<file path="config.mk">
export PLATFORM = sky130hd
export DESIGN_NAME = frame_arbiter_flat
export DESIGN_NICKNAME = d
export VERILOG_FILES = /design/src/rtl/frame_arbiter_if.sv /design/src/rtl/frame_arbiter.sv /design/src/flat_wrapper.sv
export SDC_FILE = /design/constraint.sdc
export NUM_CORES = 1
export LEC_CHECK = 0
export CORE_MARGIN = 3
export CORE_UTILIZATION = 47
export CTS_CLUSTER_DIAMETER = 100
export DETAILED_ROUTE_END_ITERATION = 16
export PLACE_DENSITY = 0.86
export SLEW_MARGIN = 40
export SYNTH_ARGS = -nofsm -noshare
export SYNTH_HDL_FRONTEND = slang
export SYNTH_SLANG_ARGS = --single-unit
</file>
<file path="constraint.sdc">
create_clock -name i_clk -period 3.4 [get_ports i_clk]
set_input_delay 1.02 -clock i_clk [delete_from_list [all_inputs] [get_ports i_clk]]
set_output_delay 1.02 -clock i_clk [all_outputs]
set_load 0.1 [all_outputs]
</file>
<file path="src/rtl/frame_arbiter_if.sv">
// Framed stream bundle between N_REQ requesters and the shared output.
// Handshake: a requester beat moves on a rising i_clk edge when i_valid[k] && o_ready[k].
// A requester keeps i_valid/i_sop/i_eop/i_data stable until that edge. The output side
// has no back-pressure, so an o_valid beat is consumed in the cycle it is shown.
interface frame_arbiter_if #(
    parameter int N_REQ  = 4,
    parameter int DATA_W = 8
);
    logic [N_REQ-1:0]        i_valid;
    logic [N_REQ-1:0]        i_sop;
    logic [N_REQ-1:0]        i_eop;
    logic [N_REQ*DATA_W-1:0] i_data;
    logic [N_REQ-1:0]        o_ready;
    logic                    o_valid;
    logic                    o_sop;
    logic                    o_eop;
    logic [DATA_W-1:0]       o_data;

    // Requester side: drives the beats and sees the accepts and the merged stream.
    modport master (
        output i_valid, i_sop, i_eop, i_data,
        input  o_ready, o_valid, o_sop, o_eop, o_data
    );

    // Arbiter side.
    modport slave (
        input  i_valid, i_sop, i_eop, i_data,
        output o_ready, o_valid, o_sop, o_eop, o_data
    );
endinterface

</file>
<file path="src/rtl/frame_arbiter.sv">
// Round-robin arbiter that merges framed requester streams into one output stream.
// Ownership changes only between frames. A frame runs from its SOP beat to its EOP
// beat. Stray non-SOP beats seen while idle are accepted and dropped. A repeated SOP
// inside a frame is forwarded with o_sop cleared, and o_proto_err pulses.
module frame_arbiter #(
    parameter int N_REQ  = 4,
    parameter int DATA_W = 8,
    parameter int CNT_W  = 16
) (
    input  logic                     i_clk,
    input  logic                     i_arst_n,
    frame_arbiter_if.slave           bus,
    output logic [$clog2(N_REQ)-1:0] o_grant,
    output logic                     o_busy,
    output logic                     o_proto_err,
    output logic [CNT_W-1:0]         o_drop_cnt,
    output logic [CNT_W-1:0]         o_frame_cnt,
    output logic                     o_dbg_state
);

    localparam int IDX_W = $clog2(N_REQ);

    typedef enum logic [0:0] {
        ST_IDLE = 1'b0,
        ST_BUSY = 1'b1
    } state_t;

    state_t             state_q;
    state_t             state_d;
    logic [IDX_W-1:0]   grant_q;
    logic [IDX_W-1:0]   ptr_q;
    logic [IDX_W-1:0]   win_idx;
    logic               win_found;
    logic               started_q;
    logic [N_REQ-1:0]   strays;
    logic [N_REQ-1:0]   ready_c;
    logic               xfer;
    logic               xfer_eop;
    logic               valid_c;
    logic               sop_c;
    logic               eop_c;
    logic [DATA_W-1:0]  data_c;
    logic               perr_c;
    logic [CNT_W-1:0]   drop_q;
    logic [CNT_W-1:0]   frame_q;
    int                 cand;

    // FSM state register
    always_ff @(posedge i_clk or negedge i_arst_n) begin
        if (!i_arst_n) begin
            state_q <= ST_IDLE;
        end else begin
            state_q <= state_d;
        end
    end

    // Next state, round-robin search and combinational datapath from the owner
    always_comb begin
        state_d   = state_q;
        win_found = 1'b0;
        win_idx   = '0;
        cand      = 0;
        strays    = bus.i_valid & ~bus.i_sop;
        ready_c   = '0;
        xfer      = 1'b0;
        xfer_eop  = 1'b0;
        valid_c   = 1'b0;
        sop_c     = 1'b0;
        eop_c     = 1'b0;
        data_c    = '0;
        perr_c    = 1'b0;
        case (state_q)
            ST_IDLE: begin
                // Strays are accepted and dropped. SOP candidates wait for their grant.
                ready_c = strays;
                for (int i = 1; i <= N_REQ; i++) begin
                    cand = (int'(ptr_q) + i) % N_REQ;
                    if (!win_found && bus.i_valid[cand] && bus.i_sop[cand]) begin
                        win_found = 1'b1;
                        win_idx   = IDX_W'(cand);
                    end
                end
                if (win_found) begin
                    state_d = ST_BUSY;
                end
            end
            ST_BUSY: begin
                ready_c[grant_q] = 1'b1;
                xfer     = bus.i_valid[grant_q];
                valid_c  = xfer;
                data_c   = bus.i_data[grant_q*DATA_W +: DATA_W];
                sop_c    = xfer & ~started_q;
                eop_c    = xfer & bus.i_eop[grant_q];
                perr_c   = xfer & started_q & bus.i_sop[grant_q];
                xfer_eop = eop_c;
                if (xfer_eop) begin
                    state_d = ST_IDLE;
                end
            end
            default: state_d = ST_IDLE;
        endcase
    end

    // Grant, fairness pointer, in-frame flag and saturating counters
    always_ff @(posedge i_clk or negedge i_arst_n) begin
        if (!i_arst_n) begin
            grant_q   <= '0;
            ptr_q     <= IDX_W'(N_REQ - 1);
            started_q <= 1'b0;
            drop_q    <= '0;
            frame_q   <= '0;
        end else begin
            if (state_q == ST_IDLE && win_found) begin
                grant_q   <= win_idx;
                started_q <= 1'b0;
            end
            if (xfer) begin
                started_q <= 1'b1;
            end
            if (xfer_eop) begin
                ptr_q <= grant_q;
                if (frame_q != {CNT_W{1'b1}}) begin
                    frame_q <= frame_q + CNT_W'(1);
                end
            end
            if (state_q == ST_IDLE && (|strays) && drop_q != {CNT_W{1'b1}}) begin
                drop_q <= drop_q + CNT_W'(1);
            end
        end
    end

    // Combinational outputs are forced low while reset is held
    assign bus.o_ready  = ready_c & {N_REQ{i_arst_n}};
    assign bus.o_valid  = valid_c & i_arst_n;
    assign bus.o_sop    = sop_c & i_arst_n;
    assign bus.o_eop    = eop_c & i_arst_n;
    assign bus.o_data   = data_c & {DATA_W{i_arst_n}};
    assign o_proto_err  = perr_c & i_arst_n;
    assign o_grant      = grant_q;
    assign o_busy       = (state_q == ST_BUSY);
    assign o_drop_cnt   = drop_q;
    assign o_frame_cnt  = frame_q;
    assign o_dbg_state  = state_q;

endmodule

</file>
<file path="src/flat_wrapper.sv">
// flat-port wrapper written by rule: the top's interface ports become plain ports
module frame_arbiter_flat 
#(
    parameter int N_REQ  = 4,
    parameter int DATA_W = 8,
    parameter int CNT_W  = 16
)
  (i_clk, i_arst_n, o_grant, o_busy, o_proto_err, o_drop_cnt, o_frame_cnt, o_dbg_state, bus_i_valid, bus_i_sop, bus_i_eop, bus_i_data, bus_o_ready, bus_o_valid, bus_o_sop, bus_o_eop, bus_o_data);
  frame_arbiter_if #(.N_REQ(N_REQ), .DATA_W(DATA_W)) bus_i ();
  input  logic i_clk;
  input  logic i_arst_n;
  output logic [$clog2(N_REQ)-1:0] o_grant;
  output logic o_busy;
  output logic o_proto_err;
  output logic [CNT_W-1:0] o_drop_cnt;
  output logic [CNT_W-1:0] o_frame_cnt;
  output logic o_dbg_state;
  input wire logic [$bits(bus_i.i_valid)-1:0] bus_i_valid;
  input wire logic [$bits(bus_i.i_sop)-1:0] bus_i_sop;
  input wire logic [$bits(bus_i.i_eop)-1:0] bus_i_eop;
  input wire logic [$bits(bus_i.i_data)-1:0] bus_i_data;
  output wire logic [$bits(bus_i.o_ready)-1:0] bus_o_ready;
  output wire logic [$bits(bus_i.o_valid)-1:0] bus_o_valid;
  output wire logic [$bits(bus_i.o_sop)-1:0] bus_o_sop;
  output wire logic [$bits(bus_i.o_eop)-1:0] bus_o_eop;
  output wire logic [$bits(bus_i.o_data)-1:0] bus_o_data;
  assign bus_i.i_valid = bus_i_valid;
  assign bus_i.i_sop = bus_i_sop;
  assign bus_i.i_eop = bus_i_eop;
  assign bus_i.i_data = bus_i_data;
  assign bus_o_ready = bus_i.o_ready;
  assign bus_o_valid = bus_i.o_valid;
  assign bus_o_sop = bus_i.o_sop;
  assign bus_o_eop = bus_i.o_eop;
  assign bus_o_data = bus_i.o_data;
  frame_arbiter #(.N_REQ(N_REQ), .DATA_W(DATA_W), .CNT_W(CNT_W)) u_core (.i_clk(i_clk), .i_arst_n(i_arst_n), .bus(bus_i), .o_grant(o_grant), .o_busy(o_busy), .o_proto_err(o_proto_err), .o_drop_cnt(o_drop_cnt), .o_frame_cnt(o_frame_cnt), .o_dbg_state(o_dbg_state));
endmodule
</file>
# [Word-level counts from Yosys, hierarchy flattened]
# Cells that the tools add are included.
[totals] elab_cells=117 reg_bits=38 in_bits=46
[op_classes] shift=1 bitwise_logic=18 n_lt_le_gt_ge=6 n_eq_ne=2 addsub=6 n_reduce_logical=21 mux=57
[op_table] op="1-bit 2-to-1 mux" count=37
[op_table] op="16-bit by 1-bit adder with 16-bit output (second input constant)" count=2
[op_table] op="16-bit inequality test (second input constant)" count=2
[op_table] op="32-bit by 6-bit variable part select with 8-bit output" count=1
[op_table] op="1-bit binary-select mux with 2-bit select" count=11
[op_table] op="3-bit by 4-bit less-than comparator with 1-bit output (second input constant)" count=4
[op_table] op="1-bit logical AND" count=11
[op_table] op="2-bit 2-to-1 mux" count=5
[op_table] op="1-bit bitwise AND" count=8
[op_table] op="4-bit bitwise AND" count=2
[op_table] op="8-bit bitwise AND" count=1
[op_table] op="8-bit 2-to-1 mux" count=1
[op_table] op="4-bit one-hot mux with 2 select lines" count=1
[op_table] op="2-bit OR reduction" count=4
[op_table] op="2-bit by 1-bit adder with 2-bit output (second input constant)" count=2
[op_table] op="2-bit adder (second input constant)" count=2
[op_table] op="1-bit bitwise AND (first input constant)" count=4
[op_table] op="4-bit inverter" count=1
[op_table] op="4-bit OR reduction" count=1
[op_table] op="1-bit logical NOT" count=3
[op_table] op="2-bit by 3-bit less-than comparator with 1-bit output (second input constant)" count=1
[op_table] op="1-bit demux with 2-bit select" count=1
[op_table] op="2-bit by 1-bit >= comparator with 1-bit output (second input constant)" count=1
[op_table] op="1-bit inverter" count=2
[op_table] op="other kinds (3)" count=3

# [Longest topological paths before layout]
[logic_depth] word_depth=28 depth_mapped=7 ltp_nobuf=6

# [Least setup slack after synthesis]
# No wires, ideal clock.
[synth_path] path_kind="reg-to-output" from="reg u_core.grant_q[1] (netlist: u_core.o_grant[1])" to="out bus_o_eop" stages_incl_launch_ff=6 slack_ns=-0.694 arrival_time_ns=3.074 required_ns=2.380 path_cell_list="dfrtp_1 > buf_2 > mux4_2 > nand3_1 > inv_1 > and3_1"
[synth_via] elab_chain_len=5 elab_cells_between_ends=7 classes_between="5 x mux; 2 x bitwise"
[synth_rtl] item="start: declaration" line="frame_arbiter.sv:30" rtl="logic [IDX_W-1:0] grant_q;"
[synth_rtl] item="start signal: assignment" line="frame_arbiter.sv:114" rtl="grant_q <= win_idx;"
[synth_rtl] item="1-bit binary-select mux with 2-bit select (on tied branches)" line="frame_arbiter.sv:89, frame_arbiter.sv:93"
[synth_rtl] item="1-bit 2-to-1 mux (on tied branches)" line="frame_arbiter.sv:89, frame_arbiter.sv:93"
[synth_rtl] item="1-bit bitwise AND (*)" line="frame_arbiter.sv:93" rtl="eop_c = xfer & bus.i_eop[grant_q];"
[synth_rtl] item="1-bit 2-to-1 mux (*)" line="frame_arbiter.sv:72" rtl="case (state_q)"
[synth_rtl] item="1-bit bitwise AND (*)" line="frame_arbiter.sv:136" rtl="assign bus.o_eop = eop_c & i_arst_n;"
[synth_rtl] item="end: declaration" line="flat_wrapper.sv:25" rtl="output wire logic [$bits(bus_i.o_eop)-1:0] bus_o_eop;"
# Mark *: on every way between the ends. The rest lies on a longest branch, timed or not. The select of a mux whose other input is x is not followed.

# [Worst setup path in the final report]
[layout_path] from="in bus_i_valid[2]" to="out o_proto_err"
[layout_via] elab_chain_len=6
[layout_rtl] item="start: declaration" line="flat_wrapper.sv:18" rtl="input wire logic [$bits(bus_i.i_valid)-1:0] bus_i_valid;"
[layout_rtl] item="1-bit binary-select mux with 2-bit select" line="frame_arbiter.sv:89" rtl="xfer = bus.i_valid[grant_q];"
[layout_rtl] item="1-bit 2-to-1 mux (implied by the code)" line="frame_arbiter.sv:89"
[layout_rtl] item="1-bit bitwise AND (2 in a row)" line="frame_arbiter.sv:94" rtl="perr_c = xfer & started_q & bus.i_sop[grant_q];"
[layout_rtl] item="1-bit 2-to-1 mux" line="frame_arbiter.sv:72"
[layout_rtl] item="1-bit bitwise AND" line="frame_arbiter.sv:138" rtl="assign o_proto_err = perr_c & i_arst_n;"
[layout_rtl] item="end: declaration" line="flat_wrapper.sv:14" rtl="output logic o_proto_err;"
# No other way between the ends. The select of a mux whose other input is x is not followed.

==> summary.txt <==
Final period util: 0.990
Count leader, synth: dfrtp_1
Area fraction of the dominant cell type after synthesis: 0.374
Yosys top cell by area: dfrtp_1
Startpoint Class: input port
Seq/Total Area, Yosys: 0.396
Clk_lat worst skew: 0.29 ns
Total wire length: 6.43 mm
Largest delay share family, worst path: buffers and inverters
Synth warnings: 0
Largest net degree at the start of global routing: 39
Detailed-route via count: 2188
Max cap viols: 0
Total GRT Usage: 0.221
Synthesized area: 0.00241 mm2
Crit Path Max Fanout: 3
First-pass detailed-route iteration total: 4
Initial antenna violation count: 0
Vias in the first global route: 2160
Mapped Nets: 272
Hold Buf Count CTS: 0
Post-synth top cells: 36 x dfrtp_1, 24 x nand2_1, 19 x xor2_1
Clk sinks: 38
Worst Hold Class: flop to flop
Setup violators final: 0
Sequential cell area: 956 um2
Rel. slew slack: 0.547
Worst hold slack: 0.510 ns
Clk root buf: clkbuf_8
CTS tree: built
Ys flop type: dfrtp_1
Status: finished, final reports clean
Pleak: 1.62 nW
Post-Syn Instances: 224
Slowest stage cell, crit path: mux4_2
Crit Path Class: input port to output port
Clock transition at path regs: 0.08 ns
Power Dens Cells: 896 mW/mm2
H-tree depth: 2
Vias per cell: 5.51
Clock Path Buffers: 2
Global-route wire length before repair: 10.8 mm
Share of layout cells above drive strength 1: 0.342
Post-synth EDFFs: 0
Ys async rst share: 1.00
Crit end category: output port
IO Pins: 98
Max Slew Vio Count: 0
Drt wl/cell: 16.2 um
Worst-Margin Slew: 0.679 ns
Total core area: 0.00485 mm2
Endpoints failing hold: 0
Yosys cell types: 46
Synth top area cells: dfrtp_1 37%, mux4_2 8.4%, xor2_1 6.9%
#FFs+latches synth: 38
Remaining global-route overflow: 0
Die area: 0.00602 mm2
Die height: 77.6 um
Number of buffers created by CTS: 5
Iter 0 DRT Violations: 108
Fin Clk Skew: 0.00510 ns
CP Data Required Time: 2.38 ns
Max IR drop VDD: 0.796 mV
Setup bufs post-CTS: 0
Fmax: 297 MHz
DRC viols: 0
Critical Path AT: 2.34 ns
Ant. Diodes: 0
Die width: 77.6 um
DPL Wire Length: 4.90 mm
# fillers: 354
Port buffer count: 97
Non-filler instance count after layout: 397
Area grow syn2layout: 52.2%
Crit path cell chain: dlygate4sd2_1 > mux4_2 > nand3_4 > clkinvlp_4 > and3_4 > buf_12
Starting Density: 0.497
Cells after DPL: 389
Gpl congestion: 0.809
Final ANT Viol Nets: 0
Fin nets: 377
Area of the multi-input gates: 0.00139 mm2
Total power: 3.28 mW
Critical path's largest stage delay: 0.52 ns
Cell Rows: 25
Avg Cell Area, Syn: 10.7 um2
CP Buf/Inv Count: 3
Min cycle time layout: 3.36 ns
-- routing by layer --
layer | part of all wire | vias up | GRT usage
li1 | - | 1036 | -
met1 | 0.42 | 1071 | 0.280
met2 | 0.51 | 72 | 0.383
met3 | 0.057 | 9 | 0.0522
met4 | 0.010 | 0 | 0.0534
met5 | 0 | - | 0
-- worst register-to-register path: stages, from the launching register on --
cell and delay, ns:
dfrtp_1 0.78, nand2_1 0.21, o22ai_2 0.26, nand2_4 0.18, nor4_2 0.38, mux2_2 0.37
-- timing repair --
action | in CTS | in global routing
pin swaps | 0 | 1
gates resized for setup | 5 | 2
endpoints found under the setup margin | 4 | 1
-- flip-flops by register name (all words and copies together) (netlist names) --
signal              count
u_core.o_busy           1
u_core.o_grant          2
u_core.ptr_q            2
u_core.o_frame_cnt     16
u_core.started_q        1
u_core.o_drop_cnt      16
-- kinds of logic (layout without fill, tap and decap cells) --
group                      Yosys count  after routing  share of synthesized area
xor gates and xnor gates            28             28                      0.102
DFF                                 38             38                      0.396
AOI/OAI and AO/OA                   19             19                     0.0587
buffers and inverters               15            121                     0.0374
adders and majority gates            2              2                     0.0104
muxes                               19             19                      0.139
and+or+nand+nor                    103            103                      0.256
-- final timing paths --
kind                                   startpoint  depth (start not counted)                      to  slack [ns]
max                                bus_i_valid[2]                          6             o_proto_err        0.04
min                        u_core.o_frame_cnt[10]                          1  u_core.o_frame_cnt[10]        0.51
max reg2reg                         u_core.o_busy                          5  u_core.o_frame_cnt[15]        1.10
min reg2reg                u_core.o_frame_cnt[10]                          1  u_core.o_frame_cnt[10]        0.51
max in group asynchronous                i_arst_n                          2         u_core.ptr_q[0]        2.04
min in group asynchronous                i_arst_n                          2  u_core.o_frame_cnt[13]        0.99
-- layout make-up --
type | instances | share of cell area
Clock buffer | 6 | 0.0225
Timing Repair Buffer | 109 | 0.306
Tap cell | 67 | 0.0229
Inverter | 4 | 0.00512
Sequential cell | 38 | 0.261
Multi-Input combinational cell | 171 | 0.379
Clock inverter | 2 | 0.00341
-- stage by stage --
step,utilization,cell area (um2),setup TNS (ns),worst slack (ns)
after floorplan,-,2430,-0.443,-0.256
after global placement,0.735,3560,-0.301,-0.125
after detailed placement,0.735,3560,-0.470,-0.169
after CTS,0.754,3660,0,0.0218
after global routing,0.756,3660,-0.0131,-0.0131
final,0.756,3660,0,0.0352
-- cell usage in the layout (no fill, tap or decap), types with 7 or more instances in the layout --
cell             netlist  final
buf_4                  2     48
clkdlybuf4s50_1        0     40
nand3_1                9      8
dfrtp_1               36     34
xnor2_1                9      9
and3_1                13     11
nand2b_1               7      7
nand4_1               10     10
nand2_1               24     24
xor2_1                19     19
buf_12                 0     16
mux4_2                 9      9
-- where the power goes --
part,switching [mW],internal (mW)
combinational,1.50,0.700
clock,0.159,0.163
sequential,0.194,0.571
Note: power is estimated with default switching activity, not from simulation.
